**config.mk**
```make
export PLATFORM = sky130hd
export DESIGN_NAME = dmem_arbiter
export DESIGN_NICKNAME = d
export VERILOG_FILES = /design/src/rtl/dmem_arb_pkg.sv /design/src/rtl/dmem_arbiter_rr_arb2.sv /design/src/rtl/dmem_arbiter.sv
export SDC_FILE = /design/constraint.sdc
export NUM_CORES = 1
export LEC_CHECK = 0
export ABC_CLOCK_PERIOD_IN_PS = 2100
export BUFFER_PORTS_ARGS = -buffer_cell sky130_fd_sc_hd__buf_4
export CAP_MARGIN = 25
export CORE_MARGIN = 2
export CORE_UTILIZATION = 48
export CTS_CLUSTER_DIAMETER = 40
export CTS_CLUSTER_SIZE = 10
export DETAILED_ROUTE_END_ITERATION = 10
export HOLD_SLACK_MARGIN = 0.06
export PLACE_DENSITY = 0.86
export SYNTH_ARGS = -nofsm -noshare
export SYNTH_HDL_FRONTEND = slang
export SYNTH_SLANG_ARGS = --single-unit
```
**constraint.sdc**
```tcl
create_clock -name clk -period 2.1 [get_ports clk]
set_input_delay 0.42 -clock clk [delete_from_list [all_inputs] [get_ports clk]]
set_output_delay 0.42 -clock clk [all_outputs]
set_load 0.02 [all_outputs]
```
**src/rtl/dmem_arb_pkg.sv**
```systemverilog
// Shared types and constants for the two-port data-memory arbiter.
package dmem_arb_pkg;

  typedef enum logic [1:0] {
    IDLE,
    ACCESS,
    RESP
  } state_t;

  localparam logic PORT_CPU = 1'b0;
  localparam logic PORT_DMA = 1'b1;

endpackage

```
**src/rtl/dmem_arbiter_rr_arb2.sv**
```systemverilog
// Two-requester winner selection for dmem_arbiter.
// DMEM_ARB_RR_EN: when defined, a tie goes to the port not granted last;
// otherwise port 0 (CPU) always wins a tie and i_last is ignored.
module rr_arb2
  import dmem_arb_pkg::*;
(
  input  logic       i_req0,
  input  logic       i_req1,
  input  logic       i_last,
  output logic [1:0] o_gnt
);

`ifndef DMEM_ARB_RR_EN
  logic w_unused;
  assign w_unused = i_last;
`endif

  // One-hot grant from the two requests and the previous winner
  always_comb begin
    o_gnt = '0;
    if (i_req0 && i_req1) begin
`ifdef DMEM_ARB_RR_EN
      o_gnt = (i_last == PORT_CPU) ? 2'b10 : 2'b01;
`else
      o_gnt = 2'b01;
`endif
    end else if (i_req0) begin
      o_gnt = 2'b01;
    end else if (i_req1) begin
      o_gnt = 2'b10;
    end
  end

endmodule

```
**src/rtl/dmem_arbiter.sv**
```systemverilog
// Two-port (CPU/DMA) arbiter in front of a single-port data memory.
// Each access takes IDLE -> ACCESS -> RESP; one access per three cycles.
// DMEM_ARB_RR_EN: when defined, ties alternate via a last-grant register.
module dmem_arbiter
  import dmem_arb_pkg::*;
#(
  parameter int AW = 8,
  parameter int DW = 8
) (
  input  logic          clk,
  input  logic          rst,
  input  logic          p0_req,
  input  logic          p0_we,
  input  logic [AW-1:0] p0_addr,
  input  logic [DW-1:0] p0_wd,
  output logic          p0_ack,
  output logic [DW-1:0] p0_rdata,
  input  logic          p1_req,
  input  logic          p1_we,
  input  logic [AW-1:0] p1_addr,
  input  logic [DW-1:0] p1_wd,
  output logic          p1_ack,
  output logic [DW-1:0] p1_rdata,
  output logic          mem_we,
  output logic [AW-1:0] mem_addr,
  output logic [DW-1:0] mem_wd,
  input  logic [DW-1:0] mem_rd,
  output logic          busy
);

  state_t        r_state;
  state_t        w_next;
  logic          r_win;
  logic          r_we;
  logic [AW-1:0] r_addr;
  logic [DW-1:0] r_wd;
  logic [DW-1:0] r_rd0;
  logic [DW-1:0] r_rd1;
  logic [1:0]    w_gnt;
  logic          w_win;
  logic          w_grant;
  logic          w_last;

`ifdef DMEM_ARB_RR_EN
  logic r_last;
  assign w_last = r_last;
`else
  assign w_last = PORT_DMA;
`endif

  rr_arb2 u_arb (
    .i_req0 (p0_req),
    .i_req1 (p1_req),
    .i_last (w_last),
    .o_gnt  (w_gnt)
  );

  assign w_win   = w_gnt[1];
  assign w_grant = (r_state == IDLE) && (|w_gnt);

  // Next-state: a grant starts a fixed three-cycle transaction
  always_comb begin
    w_next = r_state;
    case (r_state)
      IDLE:    if (p0_req || p1_req) w_next = ACCESS;
      ACCESS:  w_next = RESP;
      RESP:    w_next = IDLE;
      default: w_next = IDLE;
    endcase
  end

  // State register
  always_ff @(posedge clk) begin
    if (rst) r_state <= IDLE;
    else     r_state <= w_next;
  end

  // Latch the winner's request; these also drive the memory bus, so they hold between accesses
  always_ff @(posedge clk) begin
    if (rst) begin
      r_win  <= PORT_CPU;
      r_we   <= 1'b0;
      r_addr <= '0;
      r_wd   <= '0;
    end else if (w_grant) begin
      r_win  <= w_win;
      r_we   <= w_win ? p1_we   : p0_we;
      r_addr <= w_win ? p1_addr : p0_addr;
      r_wd   <= w_win ? p1_wd   : p0_wd;
    end
  end

  // Capture memory read data into the winner's return register during ACCESS
  always_ff @(posedge clk) begin
    if (rst) begin
      r_rd0 <= '0;
      r_rd1 <= '0;
    end else if (r_state == ACCESS) begin
      if (r_win == PORT_DMA) r_rd1 <= mem_rd;
      else                   r_rd0 <= mem_rd;
    end
  end

`ifdef DMEM_ARB_RR_EN
  // Remember the most recent winner for tie-breaking
  always_ff @(posedge clk) begin
    if (rst)          r_last <= PORT_DMA;
    else if (w_grant) r_last <= w_win;
  end
`endif

  // Outputs; reset masks the write strobe in the same cycle so an interrupted store never lands
  always_comb begin
    mem_we   = (r_state == ACCESS) && r_we && !rst;
    mem_addr = r_addr;
    mem_wd   = r_wd;
    p0_ack   = (r_state == RESP) && (r_win == PORT_CPU);
    p1_ack   = (r_state == RESP) && (r_win == PORT_DMA);
    p0_rdata = r_rd0;
    p1_rdata = r_rd1;
    busy     = (r_state != IDLE);
  end

endmodule
```
==> reports/metrics.yaml, run 1 <==
global_route:
  antenna_found_initial: 0
  grt_use_total: 0.207
  grt_max_degree: 36
  grt_pass1_vias: 1350
  grt_overflow: 0
  grt_pass1_wl_um: 5660
timing:
  relSlewSlack: 0.590
  setup_violations: 0
  setup_ws_ps: 365
  min_period_over_period: 0.826
  final_max_slew_viol_count: 0
  tns_ps: 0
  tightest_slew_ps: 616
  rsz0062_at_grt: "no"
  hold_viol: 0
  timing.fmax_mhz: 576
  finalCriticalPeriod_ps: 1740
  finClkSkew_ps: 4.74
setup_path:
  critical_path_class: "reg2out"
  cp.required_ps: 1680
  cp_max_fo: 6
  critPathBufInv: 1
  crit_path_start_kind: "register"
  path_cells: "nor3b_1 -> and2_1 -> buf_4"
  crit_slowest_cell: "dfxtp_1"
  crit_family: "flip-flops"
  crit_path_end_kind: "primary output"
  crit_arrival_ps: 1320
  max_stage_delay_ps: 450
placed_design:
  place_hpwl_um: 2790
  port-buffer-count: 81
  place_congestion: 0.720
  dp_slack_ps: 565
pwr:
  switchingPower_uw: 465
  cell_internal_pwr_uw: 1060
  seqPwrFrac: 0.506
  p_comb_frac: 0.273
  sw_frac_of_total: 0.305
  clkPwrFrac: 0.221
  ir_worst_vdd_mv: 0.456
  pwr_density_cell_nw_per_um2: 682
  p_total_uw: 1520
  p_leak_uw: 0.00106
drt:
  drtIter0Drc: 57
  wl_per_cell_um: 13.2
  first_pass_iters: 4
  drc: 0
  wl_um: 3810
  vias_per_cell: 5.16
  ant_nets: 0
  vias: 1492
cells_and_area:
  drive_above_1_share: 0.429
  nets: 291
  n_fill_cell: 262
  insertedDiodeCount: 0
  syn2layout_area_growth_pct: 39.8
floorplanning:
  num_io_pins: 82
  rows: 20
  start_util: 0.515
  dieHeight_um: 61.7
  core_area_sq_um: 3100
  die-area_sq_um: 3810
  die_x_um: 61.7
clock_tree:
  post_cts_buffers: 0
  cts-root-buf: "clkbuf_4"
  cts_resized: 0
  ctsHoldBuffers: 0
  htreeDepth: 2
  tritoncts: "built"
  clk_pin_slew_ps: 100
  clock_latency_ps: 340
  cts_made_buffers: 5
  clockBufferDepth: 2
  clock-sinks: 36
yosys:
  syn-num-nets: 213
  yosysSeqAreaShare: 0.451
  ys_seq_elements: 36
  synthDistinctLibCells: 26
  yosysTopAreaCellShare: 0.451
  synth.area.top_cells: "dfxtp_1, mux2i_1, a311oi_2"
  yosysWarnings: 0
  avgSynthCellArea_sq_um: 9.57
  yosys.area.top_type: "dfxtp_1"
  synth_area_sq_um: 1600
  synthCells: 167
worst_hold_path:
  hp-class: "in2reg"
status:
  status: "complete, no violations"
run:
  cap_violations: 0
## placed cells by master (no fill, tap or decap)
cell / n
a21oi_1: 18
a311oi_1: 7
a311oi_2: 10
and2_1: 1
and3b_1: 1
buf_4: 85
clkbuf_1: 1
clkbuf_4: 5
clkinv_2: 1
dfxtp_1: 36
inv_4: 1
mux2i_1: 16
nand2_1: 35
nand2b_1: 1
nand3b_1: 1
nor2_1: 17
nor2_4: 1
nor2_8: 1
nor2b_1: 1
nor3_1: 1
nor3b_1: 2
nor3b_2: 1
o21ai_0: 1
or2_1: 1
## metal layers
metal	vias up	GRT usage	part of all wire
met5	-	0	0
met4	0	0.100	0.020
met3	7	0.0766	0.091
met2	65	0.371	0.50
met1	683	0.213	0.38
li1	737	-	-
## cells in the mapped netlist
cell / number
and3b_1: 1
nand2b_1: 1
nor2b_1: 1
buf_8: 1
buf_2: 2
dfxtp_1: 36
and2_1: 1
nand2_1: 35
nor3b_2: 1
nor3b_1: 2
nor3_1: 1
a311oi_1: 7
nor2_1: 17
a311oi_2: 10
clkbuf_1: 2
nand3b_1: 1
nor2_8: 1
inv_4: 1
buf_4: 6
or2_1: 1
mux2i_1: 16
a21oi_1: 18
nor2_4: 1
buf_1: 1
o21ai_0: 1
buf_6: 2
## power groups by stage
stage	clock (uW)	sequential, uW	combinational, uW
after floorplan	0	839	199
after global placement	0	785	411
after detailed placement	0	785	419
after CTS	348	771	420
after global routing	371	777	446
final	336	771	415
## worst paths after layout
| kind | end | cells past startpoint | slack, ps | start |
|---|---|---|---|---|
| worst max-delay path | mem_we | 3 | 360 | r_state[0]$_SDFFE_PP0P_ |
| worst min-delay path | r_state[1]$_SDFFE_PP0P_ | 2 | 240 | rst |
| worst max register to register | p1_rdata[5]$_SDFFE_PP0P_ | 3 | 770 | r_state[1]$_SDFFE_PP0P_ |
| worst min register to register | p0_rdata[3]$_SDFFE_PP0P_ | 2 | 500 | p0_rdata[3]$_SDFFE_PP0P_ |
## area by class of cell
| cell class | count | area, sq um | share of cell area |
|---|---|---|---|
| repair buffers | 85 | 638 | 0.286 |
| clock inverters | 1 | 5.00 | 0.00224 |
| well taps | 44 | 55.1 | 0.0246 |
| flip-flops and latches | 36 | 721 | 0.323 |
| multi-input cells | 116 | 767 | 0.343 |
| inverters | 1 | 6.26 | 0.00280 |
| clock buffers | 6 | 41.3 | 0.0185 |
## per-stage QoR
stage,utilization,std cells,hold WS [ps],instance area (sq um)
after global placement,0.705,282,475,2190
after CTS,0.720,289,236,2230
after detailed placement,0.705,282,481,2190
final,0.720,289,245,2230
after floorplan,-,167,488,1600
after global routing,0.720,289,243,2230
## sequential cells by signal, indices dropped and copies added (netlist names)
register / count
p1_rdata: 8
mem_wd: 8
p0_rdata: 8
mem_addr: 8
r_state: 2
r_we: 1
r_win: 1
## cell families (layout without fill, tap and decap cells)
| kind of cell | after synthesis | in the layout | synth area share |
|---|---|---|---|
| flops | 36 | 36 | 0.451 |
| simple gates | 64 | 64 | 0.188 |
| buf+inv | 15 | 93 | 0.0689 |
| compound gates | 36 | 36 | 0.192 |
| mux | 16 | 16 | 0.100 |
No activity file was read; power rests on OpenSTA's default activity.
==> run 2, diff against run 1 <==
- ABC_CLOCK_PERIOD_IN_PS: 2100 -> 1500
- CORE_UTILIZATION: 48 -> 40
- PLACE_DENSITY: 0.86 -> 0.77
- clock period: 2.1 -> 1.5 ns (I/O delays scaled with it)
==> run 2 against run 1 <==
Compared with the run above:
- critical path type unchanged
- critical path depth unchanged
- largest cell class unchanged
- highest routed layer unchanged
- die area increased by 19%
- clock power up 110%
- flip-flop and latch count unchanged
- largest power group unchanged
- sequential share of layout area is 1.2 points lower
- clock skew shrank 3.2 ps
- design area is 4.5% higher
- final cell count grew 3.1%
==> reports/metrics.yaml, run 2 (synthesis gave the netlist of run 1 again) <==
status:
  status: "complete, no violations"
setup_path:
  path_cells: "nor3b_4 -> and2_4 -> buf_4"
  crit_arrival_ps: 1140  # -180 ps
  crit_path_end_kind: "primary output"
  cp_max_fo: 6  # unchanged
  crit_slowest_cell: "dfxtp_4"
  crit_path_start_kind: "register"
  critical_path_class: "reg2out"
  cp.required_ps: 1200  # -480 ps
  max_stage_delay_ps: 380  # -70 ps
clock_tree:
  ctsHoldBuffers: 0  # unchanged
  clk_pin_slew_ps: 70  # -30 ps
  cts-root-buf: "clkbuf_8"
  cts_made_buffers: 5  # unchanged
  clock-sinks: 36  # unchanged
  clockBufferDepth: 2  # unchanged
  clock_latency_ps: 290  # -50 ps
  htreeDepth: 2  # unchanged
  tritoncts: "built"
  post_cts_buffers: 0  # unchanged
cells_and_area:
  insertedDiodeCount: 0  # unchanged
  final_cell_mix: "buf_4, nand2_1, dfxtp_1"
  nets: 295  # +1.4%
  syn2layout_area_growth_pct: 46.0
  drive_above_1_share: 0.460  # +0.0314
  mostFrequentLayoutCell: "buf_4"
pwr:
  seqPwrFrac: 0.456  # -0.050
  p_leak_uw: 0.00111  # +4.4%
  clkPwrFrac: 0.293  # +0.072
  pwr_density_cell_nw_per_um2: 1020  # +49%
  ir_worst_vdd_mv: 0.470  # +3.2%
  cell_internal_pwr_uw: 1690  # +59%
  switchingPower_uw: 683  # +47%
  p_comb_frac: 0.252  # -0.021
  sw_frac_of_total: 0.288  # -0.0170
timing:
  hold_viol: 0  # unchanged
  timing.fmax_mhz: 694
  finClkSkew_ps: 1.49  # -3.25 ps
  tightest_slew_ps: 581  # -34.7 ps
  relSlewSlack: 0.613  # +0.0231
  tns_ps: 0  # unchanged
  rsz0062_at_grt: "yes"
  setup_violations: 0  # unchanged
  finalCriticalPeriod_ps: 1440
  min_period_over_period: 0.961
  final_max_slew_viol_count: 0  # unchanged
  hold-worst-slack_ps: 197  # -48.1 ps
drt:
  wl_um: 3860  # +1.3%
  wl_per_cell_um: 12.9  # -1.7%
  drc: 0  # unchanged
  drtIter0Drc: 54  # -5.3%
  ant_nets: 0  # unchanged
  vias_per_cell: 5.01  # -3.0%
  first_pass_iters: 4  # unchanged
  vias: 1492  # unchanged
floorplanning:
  rows: 22  # +10%
  dieHeight_um: 67.2  # +8.9%
  die_x_um: 67.2  # +8.9%
  num_io_pins: 82  # unchanged
  die-area_sq_um: 4520  # +19%
  start_util: 0.427  # -0.0881
  core_area_sq_um: 3740  # +21%
run:
  cap_violations: 0  # unchanged
placed_design:
  place_congestion: 0.736  # +2.2%
  place_hpwl_um: 2840  # +1.9%
  port-buffer-count: 81  # unchanged
global_route:
  antenna_found_initial: 0  # unchanged
  grt_pass1_wl_um: 6080  # +7.4%
  grt_max_degree: 36  # unchanged
  grt_overflow: 0  # unchanged
  grt_pass1_vias: 1385  # +2.6%
  grt_use_total: 0.183  # -0.0247
worst_hold_path:
  hp-class: "in2reg"
-- run 2: routing by layer --
layer  GRT usage  up-vias  routed length, um
met1       0.192      681               1540
met4      0.0612        0                 47
li1            -      746                  -
met3      0.0767        6                355
met5           0        -                  0
met2       0.328       59               1910
-- run 2: cell type report --
| type | instances | area (sq um) |
|---|---|---|
| clock buffers | 6 | 82.6 |
| clock inverters | 2 | 10.0 |
| fillers | 363 | 1410 |
| inverters | 1 | 6.26 |
| multi-input cells | 116 | 781 |
| flip-flops and latches | 36 | 726 |
| well taps | 48 | 60.1 |
| repair buffers | 89 | 668 |
-- run 2: path summary, 6_finish.rpt --
check / start / end / slack (ps) / cells past startpoint
setup / recovery: r_state[0]$_SDFFE_PP0P_ / mem_we / 60 / 3
hold / removal: rst / r_state[1]$_SDFFE_PP0P_ / 200 / 2
setup reg to reg: r_state[1]$_SDFFE_PP0P_ / mem_wd[5]$_SDFFE_PP0P_ / 340 / 4
hold reg to reg: p1_rdata[0]$_SDFFE_PP0P_ / p1_rdata[0]$_SDFFE_PP0P_ / 500 / 2
-- run 2: power by group through the flow --
stage          sequential [uW]  clock (uW)  combinational (uW)
2_1_floorplan             1170           0                 278
3_3_place_gp              1100           0                 589
3_5_place_dp              1100           0                 598
4_1_cts                   1080         723                 601
5_1_grt                   1090         768                 644
6_report                  1080         694                 596
-- run 2: critical path, delay by kind of cell, from the launching register on --
kind	cells	cell delay (ps)
DFF	1	380
and+or+nand+nor	2	350
buffers and inverters	1	130
-- run 2: through the flow --
step                cell area (sq um)  power, uW  setup slack (ps)   util  std cells
floorplan                        1600       1450               227      -        167
finish                           2330       2370              58.2  0.623        298
detailed placement               2220       1700               128  0.594        290
global route                     2330       2500            -0.328  0.623        298
global placement                 2220       1690               154  0.594        290
CTS                              2320       2400              11.4  0.620        298
-- run 2: repair_timing --
action | CTS | global route
pin swaps | 0 | 1
setup endpoints to repair | 1 | 2
gates resized for setup | 2 | 4
